===== config.mk =====
export PLATFORM = sky130hd
export DESIGN_NAME = seg_scroll_feed
export DESIGN_NICKNAME = d
export VERILOG_FILES = /design/src/rtl/seg_scroll_feed_pkg.sv /design/src/rtl/btn_debounce.sv /design/src/rtl/seg_scroll_feed.sv
export SDC_FILE = /design/constraint.sdc
export NUM_CORES = 1
export LEC_CHECK = 0
export BUFFER_PORTS_ARGS = -buffer_cell sky130_fd_sc_hd__buf_2
export CAP_MARGIN = 20
export CORE_AREA = 5 5 161 163
export CTS_CLUSTER_SIZE = 28
export DETAILED_ROUTE_END_ITERATION = 7
export DIE_AREA = 0 0 166 168
export PLACE_DENSITY = 0.82
export SYNTH_ARGS = -nofsm -noshare
export SYNTH_HDL_FRONTEND = slang
export SYNTH_SLANG_ARGS = --single-unit

===== constraint.sdc =====
create_clock -name clk -period 7 [get_ports clk]
set_clock_uncertainty 0.1 [all_clocks]
set_input_delay 0.7 -clock clk [delete_from_list [all_inputs] [get_ports clk]]
set_output_delay 0.7 -clock clk [all_outputs]
set_load 0.02 [all_outputs]

===== src/rtl/seg_scroll_feed_pkg.sv =====
// Shared definitions for the scrolling seven-segment message feed:
// glyph codes, FSM state encoding and scroll direction values.
package seg_scroll_feed_pkg;

    localparam logic [3:0] GLYPH_C     = 4'hA;
    localparam logic [3:0] GLYPH_S     = 4'hB;
    localparam logic [3:0] GLYPH_F     = 4'hC;
    localparam logic [3:0] GLYPH_BLANK = 4'hF;

    localparam int MSG_GLYPHS = 16;
    localparam int WIN_DIGITS = 8;

    typedef enum logic [1:0] {
        ST_IDLE  = 2'd0,
        ST_RUN   = 2'd1,
        ST_PAUSE = 2'd2
    } state_t;

    localparam logic DIR_LEFT  = 1'b0;
    localparam logic DIR_RIGHT = 1'b1;

    function automatic logic [4:0] clamp_len(input logic [4:0] len);
        return (len > 5'd16) ? 5'd16 : len;
    endfunction

endpackage


===== src/rtl/btn_debounce.sv =====
// Pushbutton conditioner: two-flop synchroniser, stability counter and a
// single-cycle pulse on each accepted press.
module btn_debounce #(
    parameter int DEB_CYCLES = 1_000_000
) (
    input  logic clk,
    input  logic rst,
    input  logic btn_raw,
    output logic level,
    output logic pulse
);

    localparam int CW = (DEB_CYCLES > 1) ? $clog2(DEB_CYCLES) : 1;
    localparam logic [CW-1:0] CNT_LAST = CW'(DEB_CYCLES - 1);

    logic [1:0]    r_sync;
    logic          r_level;
    logic          r_pulse;
    logic [CW-1:0] r_cnt;

    always_ff @(posedge clk or posedge rst) begin
        if (rst) begin
            r_sync  <= 2'b00;
            r_level <= 1'b0;
            r_pulse <= 1'b0;
            r_cnt   <= '0;
        end else begin
            r_sync  <= {r_sync[0], btn_raw};
            r_pulse <= 1'b0;
            // Any agreement with the accepted level restarts the stability window.
            if (r_sync[1] != r_level) begin
                if (r_cnt == CNT_LAST) begin
                    r_level <= r_sync[1];
                    r_pulse <= r_sync[1];
                    r_cnt   <= '0;
                end else begin
                    r_cnt <= r_cnt + CW'(1);
                end
            end else begin
                r_cnt <= '0;
            end
        end
    end

    assign level = r_level;
    assign pulse = r_pulse;

endmodule


===== src/rtl/seg_scroll_feed.sv =====
// Scrolls a stored message of up to 16 glyphs through an 8-digit window,
// with debounced pause/run and direction buttons.
module seg_scroll_feed
    import seg_scroll_feed_pkg::*;
#(
    parameter int TICK_DIV   = 50_000_000,
    parameter int DEB_CYCLES = 1_000_000
) (
    input  logic        clk,
    input  logic        rst,
    input  logic        msg_load,
    input  logic [63:0] msg_data,
    input  logic [4:0]  msg_len,
    input  logic        btn_pause,
    input  logic        btn_dir,
    output logic [31:0] win_digits,
    output logic        win_valid,
    output logic [3:0]  scroll_pos,
    output logic        paused
);

    localparam int TW = (TICK_DIV > 1) ? $clog2(TICK_DIV) : 1;
    localparam logic [TW-1:0] TICK_LAST = TW'(TICK_DIV - 1);

    state_t        r_state;
    state_t        w_state_next;
    logic          r_dir;
    logic [TW-1:0] r_tick;
    logic [3:0]    r_pos;
    logic [4:0]    r_len;
    logic [63:0]   r_msg;
    logic [31:0]   r_win;
    logic          r_win_valid;

    logic        w_pause_pulse;
    logic        w_dir_pulse;
    logic        w_pause_level;
    logic        w_dir_level;
    logic        w_unused;
    logic        w_step;
    logic [4:0]  w_len_eff;
    logic [4:0]  w_pos_inc;
    logic [3:0]  w_pos_fwd;
    logic [3:0]  w_pos_back;
    logic [31:0] w_win;

    btn_debounce #(.DEB_CYCLES(DEB_CYCLES)) u_deb_pause (
        .clk     (clk),
        .rst     (rst),
        .btn_raw (btn_pause),
        .level   (w_pause_level),
        .pulse   (w_pause_pulse)
    );

    btn_debounce #(.DEB_CYCLES(DEB_CYCLES)) u_deb_dir (
        .clk     (clk),
        .rst     (rst),
        .btn_raw (btn_dir),
        .level   (w_dir_level),
        .pulse   (w_dir_pulse)
    );

    assign w_unused  = &{1'b0, w_pause_level, w_dir_level};

    assign w_len_eff  = clamp_len(msg_len);
    assign w_step     = (r_state == ST_RUN) && (r_tick == TICK_LAST);
    assign w_pos_inc  = {1'b0, r_pos} + 5'd1;
    assign w_pos_fwd  = (w_pos_inc >= r_len) ? 4'd0 : w_pos_inc[3:0];
    assign w_pos_back = (r_pos == 4'd0) ? 4'(r_len - 5'd1) : r_pos - 4'd1;

    always_comb begin
        w_state_next = r_state;
        if (msg_load) begin
            w_state_next = (w_len_eff != 5'd0) ? ST_RUN : ST_IDLE;
        end else if (w_pause_pulse) begin
            case (r_state)
                ST_RUN:   w_state_next = ST_PAUSE;
                ST_PAUSE: w_state_next = ST_RUN;
                default:  w_state_next = r_state;
            endcase
        end
    end

    // Long messages wrap modulo len; short ones are shown left-aligned and blank-padded.
    for (genvar gi = 0; gi < WIN_DIGITS; gi++) begin : g_digit
        logic [4:0] w_sum;
        logic [3:0] w_idx;
        assign w_sum = {1'b0, r_pos} + 5'(gi);
        assign w_idx = (w_sum >= r_len) ? 4'(w_sum - r_len) : w_sum[3:0];
        assign w_win[4*gi +: 4] = (r_len > 5'd8)     ? r_msg[{w_idx, 2'b00} +: 4] :
                                  (5'(gi) < r_len)   ? r_msg[4*gi +: 4] :
                                                       GLYPH_BLANK;
    end

    always_ff @(posedge clk or posedge rst) begin
        if (rst) begin
            r_state     <= ST_IDLE;
            r_dir       <= DIR_LEFT;
            r_tick      <= '0;
            r_pos       <= 4'd0;
            r_len       <= 5'd0;
            r_msg       <= {MSG_GLYPHS{GLYPH_BLANK}};
            r_win       <= {WIN_DIGITS{GLYPH_BLANK}};
            r_win_valid <= 1'b0;
        end else begin
            r_state <= w_state_next;
            if (msg_load) begin
                r_msg  <= msg_data;
                r_len  <= w_len_eff;
                r_pos  <= 4'd0;
                r_tick <= '0;
                r_dir  <= DIR_LEFT;
            end else begin
                if (w_dir_pulse) begin
                    r_dir <= ~r_dir;
                end
                if (r_state == ST_RUN) begin
                    r_tick <= w_step ? '0 : r_tick + TW'(1);
                end
                // r_dir is the pre-toggle value here, so a coincident dir press waits a step.
                if (w_step && (r_len > 5'd8)) begin
                    r_pos <= (r_dir == DIR_LEFT) ? w_pos_fwd : w_pos_back;
                end
            end
            r_win       <= (r_state == ST_IDLE) ? {WIN_DIGITS{GLYPH_BLANK}} : w_win;
            r_win_valid <= (r_state != ST_IDLE);
        end
    end

    assign win_digits = r_win;
    assign win_valid  = r_win_valid;
    assign scroll_pos = r_pos;
    assign paused     = (r_state == ST_PAUSE);

endmodule


==> impl_metrics.toml <==
[critical_path]
arrival_ns = 5.67
reg2reg_depth = 13
reg2reg_from = "scroll_pos[1]$_DFFE_PP0P_"
rrSetupSlack_ns = 1.56
endpoint_kind = "register"
cp.required_ns = 7.23
critical_path_class = "register to register"
crit_path_max_fanout = 17
crit_path_start_kind = "register"
startpoint = "scroll_pos[1]$_DFFE_PP0P_"
rr_endpoint = "win_digits[12]$_DFF_PP1_"

[yosys]
syn_nets = 1711
synth_top_area_share_pct = 17.5
synth_top_area_cell = "dfstp_2"
synthCells = 1588
ys.flop_type = "dfstp_2"
synth.distinct_cells = 68
ys_warn_count = 0
synth_area_leaders = "dfstp_2, mux2i_1, dfrtp_1, mux2_2, nand2_1"
synth_edf_count = 0
synth-async-reset-ratio_pct = 100
yosysSeqAreaShare_pct = 32.7
ys_ff_latch = 183
synthesis.area_mm2 = 0.0144
syn_area_per_cell_um2 = 9.05

[worst_hold_path]
hold_class = "input port to async pin"

[grt]
first_global_vias = 12900
antenna_found_initial = 0
grt_pass1_wl_um = 73700
grt-ovfl-total = 0
globalRouteTotalUtil_pct = 33.3
grt_max_degree = 73

[timing]
finalHoldViolations = 0
rsz0062_at_grt = "no"
tns_ns = 0
final.setup.worst_slack_ns = 1.56
fmax_mhz = 184
finalCritPeriodShare_pct = 77.8
worstMarginPinSlew_ns = 1.08
fin_crit_ns = 5.44
slew_viol_final = 0
setup_violations = 0
relSlewSlack_pct = 26.7

[placed_design]
portBuffers = 111
dp.cells = 1912
gp_congestion = 1.02
dp_hpwl_um = 32300
preCtsSetupSlack_ns = 1.48
place_area_mm2 = 0.0150

[cts]
cts_htree_levels = 4
cts_setup_buffers = 0
cts_hold_buf = 0
cts_buffers = 17
cts.sinks = 183
clock_latency_ns = 0.44
clkTransAtPathRegs_ns = 0.09
root_buffer = "clkbuf_16"
tritoncts = "done"
cts_buffer_depth = 2
cts_resized = 0

[final_layout]
fin_util_pct = 64.8
areaGrowthSynthToFinish_pct = 8.97
fin_nets = 1732
diodes = 0
finalInstanceArea_mm2 = 0.0157
layout_common_cells = "mux2i_1, nand2_1, nor2_1"
layout-drive-gt1-share_pct = 22.6
final_cells = 1946
layout_commonest_cell = "mux2i_1"

[status]
status = "finished with violations"
violations = "DRC"

[detailed_routing]
dr.pass1.iters = 8
vias_per_cell = 6.86
drt_iter0_drc = 2092
wl_per_cell_um = 24.6
wl_um = 47900
drc_errors = 2
dr_total_vias = 13400
ant_nets = 0

[power]
p_int_w = 0.00209
netSwitchingFraction_pct = 38.6
p_leak_nw = 6.85
powerDensity_mw_per_mm2 = 217
power_switching_w = 0.00131
seq_power_share_pct = 41.9
p_comb_share_pct = 28.0
peakVddDrop_v = 0.000162
pwr-share-clk_pct = 30.1

[floorplan]
die_y_um = 168
die_area_mm2 = 0.0279
std_cell_rows = 57
start_util_pct = 59.5
dieWidth_um = 166
core_mm2 = 0.0242
num_io_pins = 112

[run]
drv_cap = 0
[cell usage after synthesis, types with 7 or more instances]
cell,number
a211oi_1,13
a21oi_1,52
a222oi_1,21
a22oi_1,17
a31oi_1,8
a32oi_1,12
and2_1,12
and3_1,15
and4_1,7
buf_2,21
clkbuf_1,92
clkbuf_2,8
dfrtp_1,87
dfstp_2,96
ha_1,45
inv_1,27
mux2_2,71
mux2i_1,234
nand2_1,179
nand2b_1,7
nand3_1,82
nand4_1,47
nor2_1,130
nor2b_1,9
nor3_1,13
o211ai_1,10
o21a_1,7
o21ai_0,55
o22ai_1,13
o31a_1,10
o31ai_1,8
or3_1,8
xnor2_1,26
xor2_1,47
[layer usage]
metal / global-route usage [%] / vias up / part of all wire (%)
li1: - / 5834 / -
met5: 0 / - / 0
met3: 11.6 / 249 / 14
met4: 15.9 / 0 / 5.5
met2: 49.8 / 953 / 42
met1: 43.5 / 6320 / 38
[state kept, by name, indices dropped and copies added (netlist names)]
register / count
u_deb_pause.r_cnt: 20
win_valid: 1
r_state: 2
u_deb_pause.pulse: 1
r_tick: 26
u_deb_pause.level: 1
win_digits: 32
r_dir: 1
scroll_pos: 4
u_deb_pause.r_sync: 2
r_len: 5
u_deb_dir.r_sync: 2
u_deb_dir.pulse: 1
r_msg: 64
u_deb_dir.r_cnt: 20
u_deb_dir.level: 1
[metrics by stage]
stage	total power [W]	hold WS [ns]
3_3_place_gp	0.00231	0.253
5_1_grt	0.00352	0.220
2_1_floorplan	0.00201	0.231
6_report	0.00340	0.182
3_5_place_dp	0.00233	0.250
4_1_cts	0.00336	0.196
[power groups by stage]
stage / Clock (W) / Sequential, W / Combinational, W
after floorplan: 0 / 0.00129 / 0.000721
after global placement: 0 / 0.00141 / 0.000900
after detailed placement: 0 / 0.00141 / 0.000922
after CTS: 0.00104 / 0.00139 / 0.000928
after global routing: 0.00109 / 0.00141 / 0.00102
final: 0.00102 / 0.00143 / 0.000954
[layout make-up]
class / instances / area, µm²
clock buffers: 17 / 425
inverters: 29 / 114
multi-input cells: 1244 / 9070
repair buffers: 134 / 751
well taps: 324 / 405
flip-flops and latches: 183 / 4700
clock inverters: 15 / 201
fillers: 1987 / 8510
[cells by family (layout without fill, tap and decap cells)]
| family | Yosys count | in the layout | share of synthesized area (%) |
|---|---|---|---|
| AOI/OAI and AO/OA | 271 | 271 | 13.0 |
| xor gates and xnor gates | 73 | 73 | 4.45 |
| adders and majority gates | 49 | 49 | 4.47 |
| buffers and inverters | 161 | 195 | 4.69 |
| DFF | 183 | 183 | 32.7 |
| muxes | 314 | 314 | 23.1 |
| and+or+nand+nor | 537 | 537 | 17.6 |
[how the worst max path moves through the flow]
stage	to	slack, ns
after floorplan	r_dir$_DFFE_PP0P_	1.39
after global placement	win_digits[15]$_DFF_PP1_	1.62
after detailed placement	win_digits[13]$_DFF_PP1_	1.48
after CTS	win_digits[13]$_DFF_PP1_	1.44
after global routing	win_digits[28]$_DFF_PP1_	1.16
final	win_digits[12]$_DFF_PP1_	1.56
[worst max-delay path: stages, from the launching register on]
cell      delay (ns)
dfrtp_1         0.72
clkinv_1        0.60
ha_1            0.82
inv_1           0.25
ha_1            0.37
nand2_1         0.08
o21ai_1         0.09
a31oi_1         0.60
mux2i_2         0.59
buf_6           0.25
and2_1          0.15
a211oi_1        0.05
a211o_1         0.30
a311oi_1        0.35
No activity file was read; power rests on OpenSTA's default activity.
